`config.mk`:
```
export PLATFORM = sky130hd
export DESIGN_NAME = id_ex_stage_reg
export DESIGN_NICKNAME = d
export VERILOG_FILES = /design/src/rtl/riscv_pipe_pkg.sv /design/src/rtl/id_ex_stage_reg_load_use_detect.sv /design/src/rtl/id_ex_stage_reg.sv
export SDC_FILE = /design/constraint.sdc
export NUM_CORES = 1
export LEC_CHECK = 0
export BUFFER_PORTS_ARGS = -buffer_cell sky130_fd_sc_hd__buf_2
export CORE_AREA = 2 2 125 127
export CTS_CLUSTER_DIAMETER = 150
export DETAILED_ROUTE_END_ITERATION = 12
export DIE_AREA = 0 0 127 129
export GPL_TIMING_DRIVEN = 0
export HOLD_SLACK_MARGIN = 0.03
export PLACE_DENSITY_LB_ADDON = 0.15
export SYNTH_ARGS = -nofsm -noshare
export SYNTH_HDL_FRONTEND = slang
export SYNTH_HIERARCHICAL = 1
export SYNTH_SLANG_ARGS = --single-unit
```
`constraint.sdc`:
```
create_clock -name clk -period 2.55 [get_ports clk]
set_clock_uncertainty 0.15 [all_clocks]
set_input_delay 0.255 -clock clk [delete_from_list [all_inputs] [get_ports clk]]
set_output_delay 0.255 -clock clk [all_outputs]
set_load 0.05 [all_outputs]
```
`src/rtl/riscv_pipe_pkg.sv`:
```
// Shared pipeline definitions for the RV32I core: control-word layout, ALUOp codes, default widths.
package riscv_pipe_pkg;

   localparam int XLEN_DEF = 32;
   localparam int RA_W_DEF = 5;

   // Control word {RegWrite, MemRead, MemWrite, MemtoReg, ALUSrc, ALUOp[1:0], Branch, Jump}
   localparam int CTRL_W         = 9;
   localparam int CTRL_REGWRITE  = 8;
   localparam int CTRL_MEMREAD   = 7;
   localparam int CTRL_MEMWRITE  = 6;
   localparam int CTRL_MEMTOREG  = 5;
   localparam int CTRL_ALUSRC    = 4;
   localparam int CTRL_ALUOP_HI  = 3;
   localparam int CTRL_ALUOP_LO  = 2;
   localparam int CTRL_BRANCH    = 1;
   localparam int CTRL_JUMP      = 0;

   typedef enum logic [1:0] {
      ALUOP_ADD    = 2'b00,
      ALUOP_BRANCH = 2'b01,
      ALUOP_RTYPE  = 2'b10,
      ALUOP_ITYPE  = 2'b11
   } alu_op_e;

   function automatic logic ctrl_mem_read(input logic [CTRL_W-1:0] ctrl);
      return ctrl[CTRL_MEMREAD];
   endfunction

endpackage

```
`src/rtl/id_ex_stage_reg_load_use_detect.sv`:
```
// Load-use hazard detector: flags an ID instruction that reads the destination of a load now in EX.
module load_use_detect #(
   parameter int RA_W = 5
) (
   input  logic            ex_valid_i,
   input  logic            ex_mem_read_i,
   input  logic [RA_W-1:0] ex_rd_i,
   input  logic [RA_W-1:0] id_rs1_i,
   input  logic [RA_W-1:0] id_rs2_i,
   input  logic            id_use_rs1_i,
   input  logic            id_use_rs2_i,
   input  logic            ex_flush_i,
   output logic            stall_o
);

   logic rs1_hit;
   logic rs2_hit;

   assign rs1_hit = id_use_rs1_i && (ex_rd_i == id_rs1_i);
   assign rs2_hit = id_use_rs2_i && (ex_rd_i == id_rs2_i);

   // A flush redirects the PC, so it must never be blocked by a wrong-path hazard.
   assign stall_o = ex_valid_i && ex_mem_read_i && (ex_rd_i != '0)
                    && (rs1_hit || rs2_hit) && !ex_flush_i;

endmodule

```
`src/rtl/id_ex_stage_reg.sv`:
```
// ID/EX pipeline register with load-use bubble insertion and PC / IF-ID write enables.
// Define ID_EX_PERF_CNT_EN to add bubble_cnt_o / stall_cnt_o performance counters.
module id_ex_stage_reg
   import riscv_pipe_pkg::*;
#(
   parameter int XLEN = XLEN_DEF,
   parameter int RA_W = RA_W_DEF
) (
   input  logic              clk,
   input  logic              rst_n,
   input  logic              hold_i,
   input  logic              ex_flush_i,
   input  logic [XLEN-1:0]   id_pc_i,
   input  logic [XLEN-1:0]   id_rs1_data_i,
   input  logic [XLEN-1:0]   id_rs2_data_i,
   input  logic [XLEN-1:0]   id_imm_i,
   input  logic [RA_W-1:0]   id_rs1_i,
   input  logic [RA_W-1:0]   id_rs2_i,
   input  logic [RA_W-1:0]   id_rd_i,
   input  logic              id_use_rs1_i,
   input  logic              id_use_rs2_i,
   input  logic [2:0]        id_funct3_i,
   input  logic              id_funct7b5_i,
   input  logic [CTRL_W-1:0] id_ctrl_i,
   output logic [XLEN-1:0]   ex_pc_o,
   output logic [XLEN-1:0]   ex_rs1_data_o,
   output logic [XLEN-1:0]   ex_rs2_data_o,
   output logic [XLEN-1:0]   ex_imm_o,
   output logic [RA_W-1:0]   ex_rs1_o,
   output logic [RA_W-1:0]   ex_rs2_o,
   output logic [RA_W-1:0]   ex_rd_o,
   output logic [2:0]        ex_funct3_o,
   output logic              ex_funct7b5_o,
   output logic [CTRL_W-1:0] ex_ctrl_o,
   output logic              ex_valid_o,
   output logic              load_use_stall_o,
   output logic              pc_write_o,
   output logic              if_id_write_o
`ifdef ID_EX_PERF_CNT_EN
   ,
   output logic [31:0]       bubble_cnt_o,
   output logic [31:0]       stall_cnt_o
`endif
);

   logic [XLEN-1:0]   pc_d, pc_q;
   logic [XLEN-1:0]   rs1_data_d, rs1_data_q;
   logic [XLEN-1:0]   rs2_data_d, rs2_data_q;
   logic [XLEN-1:0]   imm_d, imm_q;
   logic [RA_W-1:0]   rs1_d, rs1_q;
   logic [RA_W-1:0]   rs2_d, rs2_q;
   logic [RA_W-1:0]   rd_d, rd_q;
   logic [2:0]        funct3_d, funct3_q;
   logic              funct7b5_d, funct7b5_q;
   logic [CTRL_W-1:0] ctrl_d, ctrl_q;
   logic              valid_d, valid_q;

   logic stall;
   logic bubble;

   load_use_detect #(.RA_W(RA_W)) u_load_use_detect (
      .ex_valid_i    (valid_q),
      .ex_mem_read_i (ctrl_mem_read(ctrl_q)),
      .ex_rd_i       (rd_q),
      .id_rs1_i      (id_rs1_i),
      .id_rs2_i      (id_rs2_i),
      .id_use_rs1_i  (id_use_rs1_i),
      .id_use_rs2_i  (id_use_rs2_i),
      .ex_flush_i    (ex_flush_i),
      .stall_o       (stall)
   );

   assign bubble = !hold_i && (ex_flush_i || stall);

   // NOTE: every _d gets its hold value first, so no path through the if-chain can infer a latch.
   always_comb begin
      pc_d       = pc_q;
      rs1_data_d = rs1_data_q;
      rs2_data_d = rs2_data_q;
      imm_d      = imm_q;
      rs1_d      = rs1_q;
      rs2_d      = rs2_q;
      rd_d       = rd_q;
      funct3_d   = funct3_q;
      funct7b5_d = funct7b5_q;
      ctrl_d     = ctrl_q;
      valid_d    = valid_q;
      if (bubble) begin
         ctrl_d  = '0;
         valid_d = 1'b0;
         rd_d    = '0;
         rs1_d   = '0;
         rs2_d   = '0;
      end else if (!hold_i) begin
         pc_d       = id_pc_i;
         rs1_data_d = id_rs1_data_i;
         rs2_data_d = id_rs2_data_i;
         imm_d      = id_imm_i;
         rs1_d      = id_rs1_i;
         rs2_d      = id_rs2_i;
         rd_d       = id_rd_i;
         funct3_d   = id_funct3_i;
         funct7b5_d = id_funct7b5_i;
         ctrl_d     = id_ctrl_i;
         valid_d    = 1'b1;
      end
   end

   // NOTE: state uses non-blocking assignment so every flop samples pre-edge values.
   always_ff @(posedge clk) begin
      if (!rst_n) begin
         pc_q       <= '0;
         rs1_data_q <= '0;
         rs2_data_q <= '0;
         imm_q      <= '0;
         rs1_q      <= '0;
         rs2_q      <= '0;
         rd_q       <= '0;
         funct3_q   <= '0;
         funct7b5_q <= 1'b0;
         ctrl_q     <= '0;
         valid_q    <= 1'b0;
      end else begin
         pc_q       <= pc_d;
         rs1_data_q <= rs1_data_d;
         rs2_data_q <= rs2_data_d;
         imm_q      <= imm_d;
         rs1_q      <= rs1_d;
         rs2_q      <= rs2_d;
         rd_q       <= rd_d;
         funct3_q   <= funct3_d;
         funct7b5_q <= funct7b5_d;
         ctrl_q     <= ctrl_d;
         valid_q    <= valid_d;
      end
   end

`ifdef ID_EX_PERF_CNT_EN
   logic [31:0] bubble_cnt_d, bubble_cnt_q;
   logic [31:0] stall_cnt_d, stall_cnt_q;

   always_comb begin
      bubble_cnt_d = bubble_cnt_q + {31'd0, bubble};
      stall_cnt_d  = stall_cnt_q + {31'd0, stall && !hold_i};
   end

   always_ff @(posedge clk) begin
      if (!rst_n) begin
         bubble_cnt_q <= '0;
         stall_cnt_q  <= '0;
      end else begin
         bubble_cnt_q <= bubble_cnt_d;
         stall_cnt_q  <= stall_cnt_d;
      end
   end

   assign bubble_cnt_o = bubble_cnt_q;
   assign stall_cnt_o  = stall_cnt_q;
`endif

   assign ex_pc_o          = pc_q;
   assign ex_rs1_data_o    = rs1_data_q;
   assign ex_rs2_data_o    = rs2_data_q;
   assign ex_imm_o         = imm_q;
   assign ex_rs1_o         = rs1_q;
   assign ex_rs2_o         = rs2_q;
   assign ex_rd_o          = rd_q;
   assign ex_funct3_o      = funct3_q;
   assign ex_funct7b5_o    = funct7b5_q;
   assign ex_ctrl_o        = ctrl_q;
   assign ex_valid_o       = valid_q;
   assign load_use_stall_o = stall;
   assign pc_write_o       = !stall && !hold_i;
   assign if_id_write_o    = !stall && !hold_i;

endmodule

```
# After elaboration in Yosys (flattened, before gate mapping)

Index checks and enable logic that the tools add are counted.

Register bits: 157
Input port bits: 162
Output and inout port bits: 160
Word-level logic and storage cells: 32

Eq/ne operators: 2
Bitwise logic cells: 3
Reduce and logical (&&, ||, !) cells: 16

Operator list:

| cell                | count |
|---|---|
| 5-bit equality test | 2 |
| 1-bit logical AND   | 8 |
| 5-bit nonzero test  | 1 |
| 1-bit logical NOT   | 3 |
| 1-bit NOT           | 3 |
| 1-bit logical OR    | 2 |
| 2-bit AND reduction | 1 |
| 2-bit OR reduction  | 1 |

# Depth between registers and ports, before layout

Word-level depth: 9
Mapped depth: 9
Depth with buffers taken out: 6

# By module

Netlist, hierarchy kept.

Modules (own cells, without submodules):

| module          | times used | cells each | area an instance (µm²) | sequential area each (µm²) |
|---|---|---|---|---|
| id_ex_stage_reg | 1          | 686        | 6,298.5                | 3,143.0 |
| load_use_detect | 1          | 19         | 141.4                  | 0.0 |

# Least setup slack after synthesis

No wires, ideal clock.

Path type: reg2out
From: register rd_q[0] (netlist: ex_rd_o[0])
To: output port pc_write_o
Arrival time: 3,064 ps
Required time: 2,145 ps
Slack: -919 ps
Cell stages (with the launch flop): 8
Path buffers: 2
Cells stage by stage: dfxtp_1 > xor2_1 > nor4_2 > nand3_1 > a21oi_1 > clkbuf_2 > nor2_1 > buf_4

Cells in the longest elaborated chain, start to end: 7
Elaborated cells between the ends (all ways): 11
Classes of those cells: eq/ne (2); reduce/logical (9)

Ends and longest elaborated chain:

| what                                   | RTL line                                                                     | text |
|---|---|---|
| from (decl)                            | id_ex_stage_reg.sv:52                                                        | `logic [RA_W-1:0] rd_d, rd_q;` |
| from (signal assigned)                 | id_ex_stage_reg.sv:130                                                       | `rd_q <= rd_d;` |
| 5-bit equality test (on tied branches) | id_ex_stage_reg_load_use_detect.sv:19, id_ex_stage_reg_load_use_detect.sv:20 |  |
| 1-bit logical AND (on tied branches)   | id_ex_stage_reg_load_use_detect.sv:19, id_ex_stage_reg_load_use_detect.sv:20 |  |
| 1-bit logical OR                       | id_ex_stage_reg_load_use_detect.sv:24                                        | `&& (rs1_hit \|\| rs2_hit) && !ex_flush_i;` |
| 1-bit logical AND (*) (2 in series)    | id_ex_stage_reg_load_use_detect.sv:24                                        |  |
| net load_use_stall_o                   | id_ex_stage_reg.sv:36                                                        | `output logic load_use_stall_o,` |
| 1-bit logical NOT (*)                  | n/a                                                                          |  |
| 1-bit logical AND (*)                  | n/a                                                                          |  |
| to (decl)                              | id_ex_stage_reg.sv:37                                                        | `output logic pc_write_o,` |

The timed path passes the listed nets; every way through them passes the cells marked *.

# Worst setup path in the final report

From: register rd_q[1] (netlist: ex_rd_o[1])
To: output port pc_write_o

Cells in the longest elaborated chain, start to end: 7
Elaborated cells between the ends (all ways): 11
Classes of those cells: eq/ne (2); reduce/logical (9)

Ends and longest elaborated chain:

| what                                   | RTL line                                                                     | text |
|---|---|---|
| 5-bit equality test (on tied branches) | id_ex_stage_reg_load_use_detect.sv:19, id_ex_stage_reg_load_use_detect.sv:20 |  |
| 1-bit logical AND (on tied branches)   | id_ex_stage_reg_load_use_detect.sv:19, id_ex_stage_reg_load_use_detect.sv:20 |  |
| 1-bit logical OR                       | id_ex_stage_reg_load_use_detect.sv:24                                        |  |
| 1-bit logical AND (*) (2 in series)    | id_ex_stage_reg_load_use_detect.sv:24                                        |  |
| 1-bit logical NOT (*)                  | id_ex_stage_reg.sv:173                                                       | `assign pc_write_o = !stall && !hold_i;` |
| 1-bit logical AND (*)                  | id_ex_stage_reg.sv:173                                                       |  |

Mark *: on every way between the ends. The rest lies on a longest branch, timed or not.

==> run summary <==
The run gives 6440 um^2 as the post-synthesis cell area. Yosys attributes the largest share of cell area to dfxtp_1 (49%), mux2i_1 (21%), nand2_1 (17%). The tools report the final count of pins violating max slew as 0.

The tools report the total routing resource utilization after global routing as 25.17%. In this run the count of I/O pins placed on the die edge is 322. Data on the critical path is required at its endpoint by 2.14 ns. Adding up every negative setup slack in the final design gives 0 ns.

By instance count, the leading cell after synthesis is nand2_1. For hold timing, the worst endpoint is ex_rs2_o[4]. The floorplan has 45 rows. The overall die width came out at 127 um. The first detailed-routing pass ran for 5 iterations. The smallest clock period supported by the final layout is computed as 2.495 ns. The transition time at the pin with the least slew margin works out to 0.5310 ns. Of the cells placed in the final design, the portion with a size suffix greater than 1 is 32.20%.

Clock latency on the worst-skew pair, taken at its later pin, is 0.42 ns. The detailed placer's ending HPWL is 13.85 mm. For the maximum level of the CTS H-tree, the log shows 4. For this run, the post-layout net count is 1359. Yosys mapped a number of flops with a built-in enable equal to 0. Setup violations remaining at the end of the flow were counted as 0.

In this run the biggest area consumer among cell types represents 48.81% of the synthesized area. The clock net sink count is 157. Dividing the detail-routed via count by the number of cells gives 4.761. The run gives 0 as the number of nets still failing antenna checks after routing.

The run gives 16380 um^2 as the die area. The tools report the starting density of the core as 43.00%. Summing all multi-input logic gate instances after layout gives 3015 um^2. Critical path class: register to output port.

Static timing analysis puts the maximum clock frequency at 400.9 MHz. The tools report the nature of the critical path startpoint as a register. The endpoint identified for the worst register-to-register timing path is ex_rs2_data_o[25]. The clock slew seen by the registers of the worst setup and hold paths came out at 0.07 ns. After synthesis the netlist holds a flip-flop and latch count of 157.

TritonCTS built the clock tree. The commonest cells after synthesis are nand2_1 (289), dfxtp_1 (157), mux2i_1 (132). For this block, the routed nets add up to 21.04 mm of wire. In this run the tool buffered the top-level ports with 320 buffer cells. The run gives 1396 as the count of placed standard cells in the final layout, fillers left out. The clock passes through at most 2 buffers. The synthesized design spends more area on one cell type than any other, namely dfxtp_1.

For the leakage power of the design, the log shows 0.004994 uW. The tools report the number of filler cells placed in the layout as 1159. Clock tree synthesis inserted a total of 17 buffers. The startpoint identified for the worst register-to-register timing path is ex_rd_o[2]. Counting instances, the worst hold path has a depth of 3. The number of nets in the synthesized netlist is 867. Hold timing on the final database bottoms out at a slack of 0.05202 ns. In this run the clock root is driven by a clkbuf_16.

The tools report the initial antenna violation count as 0. Synthesized area per cell: 9.135 um^2. The logs give 6646 for the total via count in the routed design and 0 for the total of max-cap violations. The first global-routing pass estimated 32.75 mm of wire.

The worst min-delay path category was input port to register. For this run, design rule violations remaining after detail routing come to 0. The run gives 1213 as the cell total after placement. The number of global-route vias before repair is 6639, and the number of cells on the worst reg-to-reg path is 9.

Headroom to the max-slew limit: 64.60%. Synthesis produced a netlist whose cell count is 705. The repair_antennas step left the layout with diodes totalling 0.

The maximum vdd drop was 420.8 uV; the final cycle utilization of the critical path was 97.83%. Dividing total power by cell area gives a power density of 617.1 nW/um^2. Counting flops with an async set or reset pin after synthesis yields a share of 0%.

The run gives 3152 um^2 as the area of all sequential standard cells. The final RePlAce weighted congestion is 0.8106, and the area growth from synthesis to final layout is 61.94%. Dividing the detail-routed wire length by the instance count gives 15.07 um. STA classifies the critical path endpoint as an output port. The maximum fanout along the worst path came out at 5.

Pin count of the biggest net entering global routing: 17. The run gives 6 as the yosys synthesis warning count. The sequential share of the synthesized area came out at 48.81%. Final hold violation count: 0. In the synthesized netlist the dominant register cell turns out to be dfxtp_1. The floorplan step defined a core boundary enclosing 14980 um^2. In this run the register-to-register setup slack is 0.06 ns.

The flow ran to the end, and the final reports show no timing, DRC or antenna violations. Setup repair after global routing could not meet its margin everywhere. For the number of distinct library cell variants in the gate-level netlist after synthesis, the log shows 24. In this run the most critical hold path is launched from id_rs2_i[4].

The die is 129 um tall. The iteration-0 DRC count of the detailed router is 340, and the arrival time at the worst endpoint is 2.09 ns. The tools report the total congestion overflow after global routing as 0.
[critical path, stage by stage, from the launching register on]
cell and delay, ns:
dfxtp_4 0.37, xor2_1 0.15, nor4_2 0.32, nand3_1 0.19, a21oi_4 0.18, buf_6 0.13, nor2_4 0.04, buf_4 0.15
buf_6 0.14
[sequential cells by signal, indices dropped and copies added, names as in the netlist]
signal and flops:
ex_valid_o 1, ex_funct7b5_o 1, ex_rs1_data_o 32, ex_pc_o 32, ex_rd_o 5, ex_rs1_o 5
ex_rs2_data_o 32, ex_rs2_o 5, ex_imm_o 32, ex_ctrl_o 9, ex_funct3_o 3
[stage by stage]
step                      util (%)  setup slack, ns  total power, uW  cell area [um^2]
after detailed placement     55.43        -0.003474             3790              8302
after global routing         69.63        -0.009509             6701             10430
after global placement       55.43          0.06370             3783              8302
final                        69.63          0.05532             6435             10430
after floorplan                  -          0.05754             3448              6465
after CTS                    69.46         0.002204             6467             10400
[layout by cell type (no fill, tap or decap)]
master         instances
nor2_1                 1
nor2_4                 1
nand2_1              289
buf_6                 10
mux2i_1              132
dfxtp_2                4
clkinv_2               4
or4b_1                24
nand3_1                2
a21boi_1              22
clkbuf_16             17
a21boi_0               2
buf_2                323
bufinv_16              2
dlygate4sd3_1        147
dfxtp_4                1
nor3_1                 1
o21a_1                 1
xor2_1                 8
clkbuf_1              30
a21oi_4                1
clkbuf_8               3
inv_6                  2
dfxtp_1              152
buf_1                  4
and2_1                 1
buf_4                 15
nor4_2                 2
xnor2_1                2
clkbuf_2               1
clkinvlp_4             1
clkinv_4               1
or4_1                  1
o21ai_2                1
[layer usage]
layer / track usage (%) / vias to the layer above / wire [um] / part of all wire (%)
met5: 0 / - / 0 / 0
met4: 8.533 / 0 / 384 / 1.8
met3: 8.108 / 35 / 1507 / 7.2
met2: 44.72 / 266 / 10690 / 51
met1: 28.66 / 3048 / 8457 / 40
li1: - / 3297 / - / -
[cell families after synthesis]
| logic type | Yosys count | share of synthesized area [%] |
|---|---|---|
| xor gates and xnor gates | 10 | 1.360 |
| DFF | 157 | 48.81 |
| AOI/OAI and AO/OA | 27 | 3.070 |
| buffers and inverters | 57 | 4.818 |
| muxes | 132 | 20.52 |
| and+or+nand+nor | 322 | 21.43 |
[layout make-up]
type	count	share of cell area, %
clock buffers	20	4.475
clock inverters	10	1.092
flip-flops and latches	157	30.22
well taps	188	2.256
multi-input cells	491	28.91
repair buffers	473	29.98
plain buffers	57	3.059
[worst max path at each step]
stage / slack [ns] / endpoint / cells past startpoint / startpoint
after floorplan: 0.06 / pc_write_o / 7 / ex_rd_o[0]
after global placement: 0.06 / ex_pc_o[6] / 8 / ex_rd_o[2]
after detailed placement: -0.003 / ex_rs2_data_o[25] / 8 / ex_rd_o[2]
after CTS: 0.002 / pc_write_o / 8 / ex_rd_o[2]
after global routing: -0.01 / ex_rs2_data_o[25] / 9 / ex_rd_o[2]
final: 0.06 / pc_write_o / 8 / ex_rd_o[1]
[where the power goes]
| group | switching [uW] | internal (uW) | total, uW |
|---|---|---|---|
| Clock | 991 | 1510 | 2500 |
| Combinational | 808 | 487 | 1300 |
| Sequential | 63.8 | 2580 | 2640 |
[timing repair]
action,in CTS,in global routing
pin swaps,2,5
buffers inserted,5,1
resized for setup,4,7
endpoints found under the hold margin,146,0
hold buffers,147,0
endpoints found under the setup margin,5,5
(Power assumes the default switching activity.)
